### src/rtl/ps2_scancode_decoder.sv
// Assembles PS/2 Scan Code Set 2 byte sequences (E0/F0 prefixes, Pause, status bytes) into key events.
// Define PS2_ASCII_EN to add shift tracking and ASCII translation of make events.
module ps2_scancode_decoder #(
    parameter int unsigned TIMEOUT_CYCLES = 2500000,
    parameter logic [7:0]  PAUSE_CODE     = 8'hE1
) (
    input  logic       clk,
    input  logic       rst_n,
    input  logic [7:0] rx_data,
    input  logic       rx_valid,
    output logic [7:0] key_code,
    output logic       key_extended,
    output logic       key_released,
    output logic       key_valid,
    output logic [7:0] ascii
);

    localparam int unsigned   TW      = $clog2(TIMEOUT_CYCLES);
    localparam logic [TW-1:0] TO_LAST = TW'(TIMEOUT_CYCLES - 1);

    typedef enum logic [2:0] {IDLE, EXT, BRK, EXT_BRK, PAUSE} state_t;

    state_t        state, state_next, cur_state;
    logic [TW-1:0] to_cnt;
    logic [2:0]    pause_cnt, pause_next;
    logic          expired;
    logic          emit, emit_ext, emit_rel;
    logic [7:0]    emit_code, ascii_next;

    function automatic logic is_status(input logic [7:0] b);
        case (b)
            8'h00, 8'hAA, 8'hEE, 8'hFA, 8'hFC, 8'hFD, 8'hFE, 8'hFF: return 1'b1;
            default: return 1'b0;
        endcase
    endfunction

    function automatic logic is_prefix(input logic [7:0] b);
        return (b == 8'hE0) || (b == 8'hF0);
    endfunction

    // An expired sequence is treated as IDLE in the same cycle, so a byte
    // arriving exactly at expiry starts a fresh sequence.
    assign expired   = (state != IDLE) && (to_cnt == TO_LAST);
    assign cur_state = expired ? IDLE : state;

    // NOTE: every signal written here gets a default first so no latch is inferred.
    always_comb begin
        state_next = cur_state;
        pause_next = pause_cnt;
        emit       = 1'b0;
        emit_code  = rx_data;
        emit_ext   = 1'b0;
        emit_rel   = 1'b0;
        if (rx_valid) begin
            case (cur_state)
                IDLE: begin
                    if (rx_data == 8'hE0)      state_next = EXT;
                    else if (rx_data == 8'hF0) state_next = BRK;
                    else if (rx_data == 8'hE1) begin
                        state_next = PAUSE;
                        pause_next = 3'd7;
                    end else begin
                        emit = !is_status(rx_data);
                    end
                end
                EXT: begin
                    if (rx_data == 8'hF0)      state_next = EXT_BRK;
                    else if (rx_data != 8'hE0) begin
                        emit       = 1'b1;
                        emit_ext   = 1'b1;
                        state_next = IDLE;
                    end
                end
                BRK: begin
                    emit       = !is_prefix(rx_data);
                    emit_rel   = 1'b1;
                    state_next = IDLE;
                end
                EXT_BRK: begin
                    emit       = !is_prefix(rx_data);
                    emit_ext   = 1'b1;
                    emit_rel   = 1'b1;
                    state_next = IDLE;
                end
                PAUSE: begin
                    pause_next = pause_cnt - 3'd1;
                    if (pause_cnt == 3'd1) begin
                        emit       = 1'b1;
                        emit_code  = PAUSE_CODE;
                        state_next = IDLE;
                    end
                end
                default: state_next = IDLE;
            endcase
        end
    end

    // NOTE: sequential state uses non-blocking assignments so all registers update together.
    always_ff @(posedge clk or negedge rst_n) begin
        if (!rst_n) begin
            state     <= IDLE;
            to_cnt    <= '0;
            pause_cnt <= '0;
        end else begin
            state     <= state_next;
            pause_cnt <= pause_next;
            if (rx_valid || cur_state == IDLE) to_cnt <= '0;
            else if (to_cnt != TO_LAST)        to_cnt <= to_cnt + TW'(1);
        end
    end

    always_ff @(posedge clk or negedge rst_n) begin
        if (!rst_n) begin
            key_valid    <= 1'b0;
            key_code     <= '0;
            key_extended <= 1'b0;
            key_released <= 1'b0;
            ascii        <= '0;
        end else begin
            key_valid <= emit;
            if (emit) begin
                key_code     <= emit_code;
                key_extended <= emit_ext;
                key_released <= emit_rel;
                ascii        <= ascii_next;
            end
        end
    end

`ifdef PS2_ASCII_EN
    logic shift_l, shift_r;

    function automatic logic [7:0] to_ascii(input logic [7:0] code, input logic shift);
        logic [4:0] idx;
        logic       hit;
        hit = 1'b1;
        idx = 5'd0;
        case (code)
            8'h1C: idx = 5'd0;   8'h32: idx = 5'd1;   8'h21: idx = 5'd2;   8'h23: idx = 5'd3;
            8'h24: idx = 5'd4;   8'h2B: idx = 5'd5;   8'h34: idx = 5'd6;   8'h33: idx = 5'd7;
            8'h43: idx = 5'd8;   8'h3B: idx = 5'd9;   8'h42: idx = 5'd10;  8'h4B: idx = 5'd11;
            8'h3A: idx = 5'd12;  8'h31: idx = 5'd13;  8'h44: idx = 5'd14;  8'h4D: idx = 5'd15;
            8'h15: idx = 5'd16;  8'h2D: idx = 5'd17;  8'h1B: idx = 5'd18;  8'h2C: idx = 5'd19;
            8'h3C: idx = 5'd20;  8'h2A: idx = 5'd21;  8'h1D: idx = 5'd22;  8'h22: idx = 5'd23;
            8'h35: idx = 5'd24;  8'h1A: idx = 5'd25;
            default: hit = 1'b0;
        endcase
        if (hit) return (shift ? 8'h41 : 8'h61) + {3'b000, idx};
        case (code)
            8'h45: return 8'h30;  8'h16: return 8'h31;  8'h1E: return 8'h32;  8'h26: return 8'h33;
            8'h25: return 8'h34;  8'h2E: return 8'h35;  8'h36: return 8'h36;  8'h3D: return 8'h37;
            8'h3E: return 8'h38;  8'h46: return 8'h39;
            8'h29: return 8'h20;  8'h5A: return 8'h0A;  8'h66: return 8'h08;
            default: return 8'h00;
        endcase
    endfunction

    assign ascii_next = (emit_ext || emit_rel) ? 8'h00 : to_ascii(emit_code, shift_l | shift_r);

    // Only non-extended shift events move the flags; E0-prefixed 12 is a fake shift.
    always_ff @(posedge clk or negedge rst_n) begin
        if (!rst_n) begin
            shift_l <= 1'b0;
            shift_r <= 1'b0;
        end else if (emit && !emit_ext) begin
            if (emit_code == 8'h12) shift_l <= !emit_rel;
            if (emit_code == 8'h59) shift_r <= !emit_rel;
        end
    end
`else
    assign ascii_next = 8'h00;
`endif

endmodule
### config.mk
export PLATFORM = sky130hd
export DESIGN_NAME = ps2_scancode_decoder
export DESIGN_NICKNAME = d
export VERILOG_FILES = /design/src/rtl/ps2_scancode_decoder.sv
export SDC_FILE = /design/constraint.sdc
export NUM_CORES = 1
export LEC_CHECK = 0
export CAP_MARGIN = 10
export CORE_AREA = 2 2 69 71
export DETAILED_ROUTE_END_ITERATION = 16
export DIE_AREA = 0 0 71 73
export PLACE_DENSITY_LB_ADDON = 0.1
export SLEW_MARGIN = 20
export SYNTH_ARGS = -nofsm -noshare
export SYNTH_HDL_FRONTEND = slang
export SYNTH_SLANG_ARGS = --single-unit
### constraint.sdc
create_clock -name clk -period 2.4 [get_ports clk]
set_input_delay 0.24 -clock clk [delete_from_list [all_inputs] [get_ports clk]]
set_output_delay 0.24 -clock clk [all_outputs]
set_load 0.05 [all_outputs]
### Word-level counts from Yosys, hierarchy flattened

Cells that the tools add are included.

* bits in registers: 39
* input port bits: 11
* output and inout bits: 19
* logic and storage cells: 79

* add/sub/neg operators: 2
* equal/unequal tests: 21
* mux-type cells: 36
* reductions and logical operators: 13

Operator list (number)
* $eq 8x8->1 const B: 10
* $mux 22: 2
* $mux 3: 11
* $mux 8: 3
* $add 22x1->22 const B: 1
* $eq 22x22->1 const B: 1
* $ne 22x22->1 const B: 1
* $mux 1: 16
* $pmux 3 s3: 1
* $logic_not 8->1: 1
* $ne 8x8->1 const B: 1
* $reduce_or 8->1: 1
* $eq 3x1->1 const B: 2
* $eq 3x2->1 const B: 2
* $ne 2x2->1 const B: 3
* $pmux 3 s2: 1
* $reduce_and 5->1: 1
* $pmux 1 s4: 1
* $reduce_bool 2->1: 2
* $eq 3x3->1 const B: 1
* $logic_not 3->1: 1
* $reduce_bool 3->1: 1
* $sub 3x1->3 const B: 1
* $logic_not 1->1: 2
* 4 further kinds: 5

### Depth between registers and ports, before layout

* word-level depth: 14
* gate-level depth with buffers: 8
* depth with buffers taken out: 7

### Worst setup path before layout

Ideal clock, no wire load.

* kind: reg2reg
* start point: register to_cnt[9]
* end point: register key_extended
* library setup time: 0.125 ns
* arrival time: 2.262 ns
* data required time: 2.275 ns
* path slack: 0.013 ns
* stages on the path, launching flop included: 9
* path buffers: 2
* period minus slack after synthesis: 2.387 ns
* cell sequence: dfrtp_1 buf_6 or4b_1 or3_4 o22ai_4 o211ai_4 a31oi_4 buf_6 mux2_4

* longest elaborated chain between the ends: 7
* elaborated cells on any way between the ends: 13
* those cells by class: 5 x eq/ne; 5 x mux; 3 x reduce/logical

RTL lines
* start: declaration: RTL line 24 `logic [TW-1:0] to_cnt;`
* start signal: assignment: RTL line 108 `else if (to_cnt != TO_LAST) to_cnt <= to_cnt + TW'(1);`
* $eq 22x22->1 *: RTL line 43 `assign expired = (state != IDLE) && (to_cnt == TO_LAST);`
* $logic_and 1x1->1 *: RTL line 43
* $mux 3 *: RTL line 44 `assign cur_state = expired ? IDLE : state;`
* $eq 3x2->1: RTL line 55 `case (cur_state)`
* $reduce_or 2->1 (no source line)
* $pmux 1 s4 *: RTL line 55
* $mux 1 *: RTL line 54 `if (rx_valid) begin`
* via emit: RTL line 27 `logic emit, emit_ext, emit_rel;`
* end signal: assignment: RTL line 123 `key_extended <= emit_ext;`
* end: declaration: RTL line 12 `output logic key_extended,`

The timed path passes the listed nets; every way through them passes the cells marked *.
A chain may end at the register's enable or synchronous reset.

### Worst setup path after layout

* start point: register to_cnt[0]
* end point: register key_released

* longest elaborated chain between the ends: 7
* elaborated cells on any way between the ends: 13
* those cells by class: 5 x eq/ne; 5 x mux; 3 x reduce/logical

RTL lines
* $eq 22x22->1 *: RTL line 43
* $logic_and 1x1->1 *: RTL line 43
* $mux 3 *: RTL line 44
* $eq 3x2->1: RTL line 55
* $reduce_or 2->1 (no source line)
* $pmux 1 s4 or $mux 1 (tied branches): RTL line 55
* $mux 1: RTL line 54
* end signal: assignment: RTL line 124 `key_released <= emit_rel;`
* end: declaration: RTL line 13 `output logic key_released,`

Every way passes the cells marked *; elsewhere a longest branch is shown, timed or not.

==> metrics.yaml <==
rsz0062_at_grt: "false"
diodes: 0
max_freq_mhz: 439
synth_enable_flop_cells: 0
core_area_um2: 4540
finalHoldViolCount: 0
cp.required_ns: 2.58
synth_ff_type: "dfrtp_1"
final_cell_mix: "dfrtp_1 (39), nor2_1 (31), clkdlybuf4s50_1 (20)"
grt_pass1_wl_mm: 7.17
synth.area.top_cells: "dfrtp_1 (46%), nor2_1 (5.5%), xnor2_1 (3.7%)"
clk_latency_ns: 0.29
cap_violations: 0
clkTransAtPathRegs_ns: 0.08
slew_headroom_pct: 42.7
layout-drive-gt1-share_pct: 12.3
post-synth-top-area-cell: "dfrtp_1"
critPathArrivalTime_ns: 2.45
ctsResizeCount: 0
rows: 25
report.final.slew_viol_count: 0
holdBufCountCts: 0
place_congestion: 0.821
hold_slack_ns: 0.0588
nets: 267
synth_area_per_cell_um2: 9.71
grt_max_degree: 40
grt_usage_pct: 17.6
period_minus_slack_ns: 2.28
clock-sinks: 39
cts_tree: "done"
routedWlPerCell_um: 13.4
routed_wirelength_mm: 4.10
cts-root-buf: "clkbuf_8"
critPathLaunchType: "flip-flop"
viasPerCell: 5.30
rrSetupSlack_ns: 0.12
die_h_um: 73
p_total_mw: 2.06
grt_pass1_vias: 1552
clockBufferDepth: 2
yosysWarnings: 0
fin_skew_ns: 0.00875
min_period_over_period_pct: 94.9
start_util_pct: 46.9
final_cells: 306
cellPowerDensity_nw_per_um2: 820
path_max_fanout: 6
hp-class: "in -> async"
postCtsSetupBuffers: 0
syn_inst: 219
drc_errors: 0
worstMarginPinSlew_ns: 0.860
tns_ns: 0
die_w_um: 71
yosysSeqAreaShare_pct: 45.9
ios: 30
path_class: "reg -> reg"
dpl.hpwl_mm: 2.99
portBuffers: 21
ir_drop_mv: 0.377
antenna_found_initial: 0
numCtsBuffers: 5
grt_overflow_total: 0
yosysUniqueCellTypes: 55
first_pass_iters: 4
synthArstFlopShare_pct: 100
utilization_pct: 55.4
setup_viol: 0
via_count: 1622
cp-end-kind: "flip-flop"
ys_seq_elements: 39
h-tree-depth: 2
antenna_left: 0
fp.dieArea_um2: 5180
area_delta_synth_final_pct: 18.2
syn-cell-area_um2: 2130
total_leakage_power_nw: 1.03
drt-initial-drc-count: 93
status: "finished, final reports clean"
yosys.area.top_type_share_pct: 45.9
n_fill_cell: 414
final_common_cell: "dfrtp_1"
place_inst: 300
[cells by family (layout without fill, tap and decap cells)]
| family | count (synthesis) | count (layout) | synth area share, % |
|---|---|---|---|
| AOI/OAI and AO/OA | 45 | 45 | 16.1 |
| xor gates and xnor gates | 17 | 17 | 7.00 |
| adders and majority gates | 4 | 4 | 2.24 |
| buffers and inverters | 27 | 53 | 7.00 |
| DFF | 39 | 39 | 45.9 |
| muxes | 2 | 2 | 1.24 |
| other | 1 | 8 | 0.176 |
| and+or+nand+nor | 84 | 84 | 20.4 |
[area by class of cell]
class,instances,area (µm²),area share [%]
multi-input cells,160,1030,41.1
flip-flops and latches,39,976,38.8
repair buffers,34,315,12.5
clock buffers,6,72.6,2.89
well taps,54,67.6,2.69
inverters,13,48.8,1.94
[cell usage after synthesis, types with 3 or more instances]
| cell | count |
|---|---|
| nor2_1 | 31 |
| dfrtp_1 | 39 |
| or3_1 | 4 |
| xnor2_1 | 9 |
| ha_1 | 3 |
| nand4_1 | 4 |
| inv_1 | 13 |
| a21oi_1 | 8 |
| o2bb2ai_1 | 3 |
| nand2_1 | 8 |
| o21ai_0 | 10 |
| and3_1 | 4 |
| nand3_1 | 13 |
| buf_4 | 8 |
| o22a_1 | 4 |
| xor2_1 | 8 |
| a31oi_1 | 3 |
[per-layer routing]
layer | vias up | share of wire (%) | GRT usage (%) | wire length [µm]
met5 | - | 0 | 0 | 0
met4 | 0 | 1.4 | 5.66 | 59
met3 | 7 | 3.1 | 4.70 | 128
met2 | 26 | 50 | 29.2 | 2060
met1 | 770 | 45 | 22.7 | 1850
li1 | 819 | - | - | -
[final timing paths]
kind                       cells after the start                  endpoint                     start
setup / recovery                               7  key_released$_DFFE_PN0P_     to_cnt[0]$_DFFE_PN0P_
hold / removal                                 1  pause_cnt[0]$_DFFE_PN0P_                     rst_n
setup reg to reg                               7  key_released$_DFFE_PN0P_     to_cnt[0]$_DFFE_PN0P_
hold reg to reg                                1  key_released$_DFFE_PN0P_  key_released$_DFFE_PN0P_
max in group asynchronous                      1     to_cnt[4]$_DFFE_PN0P_                     rst_n
min in group clk                               1  key_released$_DFFE_PN0P_  key_released$_DFFE_PN0P_
[worst max-delay path: stages, from the launching register on]
cell and delay (ns):
dfrtp_1 0.41, ha_1 0.25, nand4_1 0.13, or3_4 0.19, nor2_2 0.05, or4_1 0.56, a31oi_4 0.26, mux2_1 0.33
[sequential cells by signal, summed over array words and instances (netlist names)]
| register | count |
|---|---|
| key_valid | 1 |
| key_released | 1 |
| pause_cnt | 3 |
| state | 3 |
| to_cnt | 22 |
| key_code | 8 |
| key_extended | 1 |
[stage by stage]
stage               instance area (µm²)  worst slack, ns
floorplan                          2150           0.0132
global placement                   2440           0.0908
detailed placement                 2440           0.0765
CTS                                2510           0.0708
global route                       2510          0.00720
finish                             2510            0.123
[report_power, final]
part | internal, mW | total [mW] | switching, mW
sequential | 0.752 | 0.807 | 0.0553
combinational | 0.303 | 0.845 | 0.542
clock | 0.194 | 0.409 | 0.215
(Power assumes the default switching activity.)
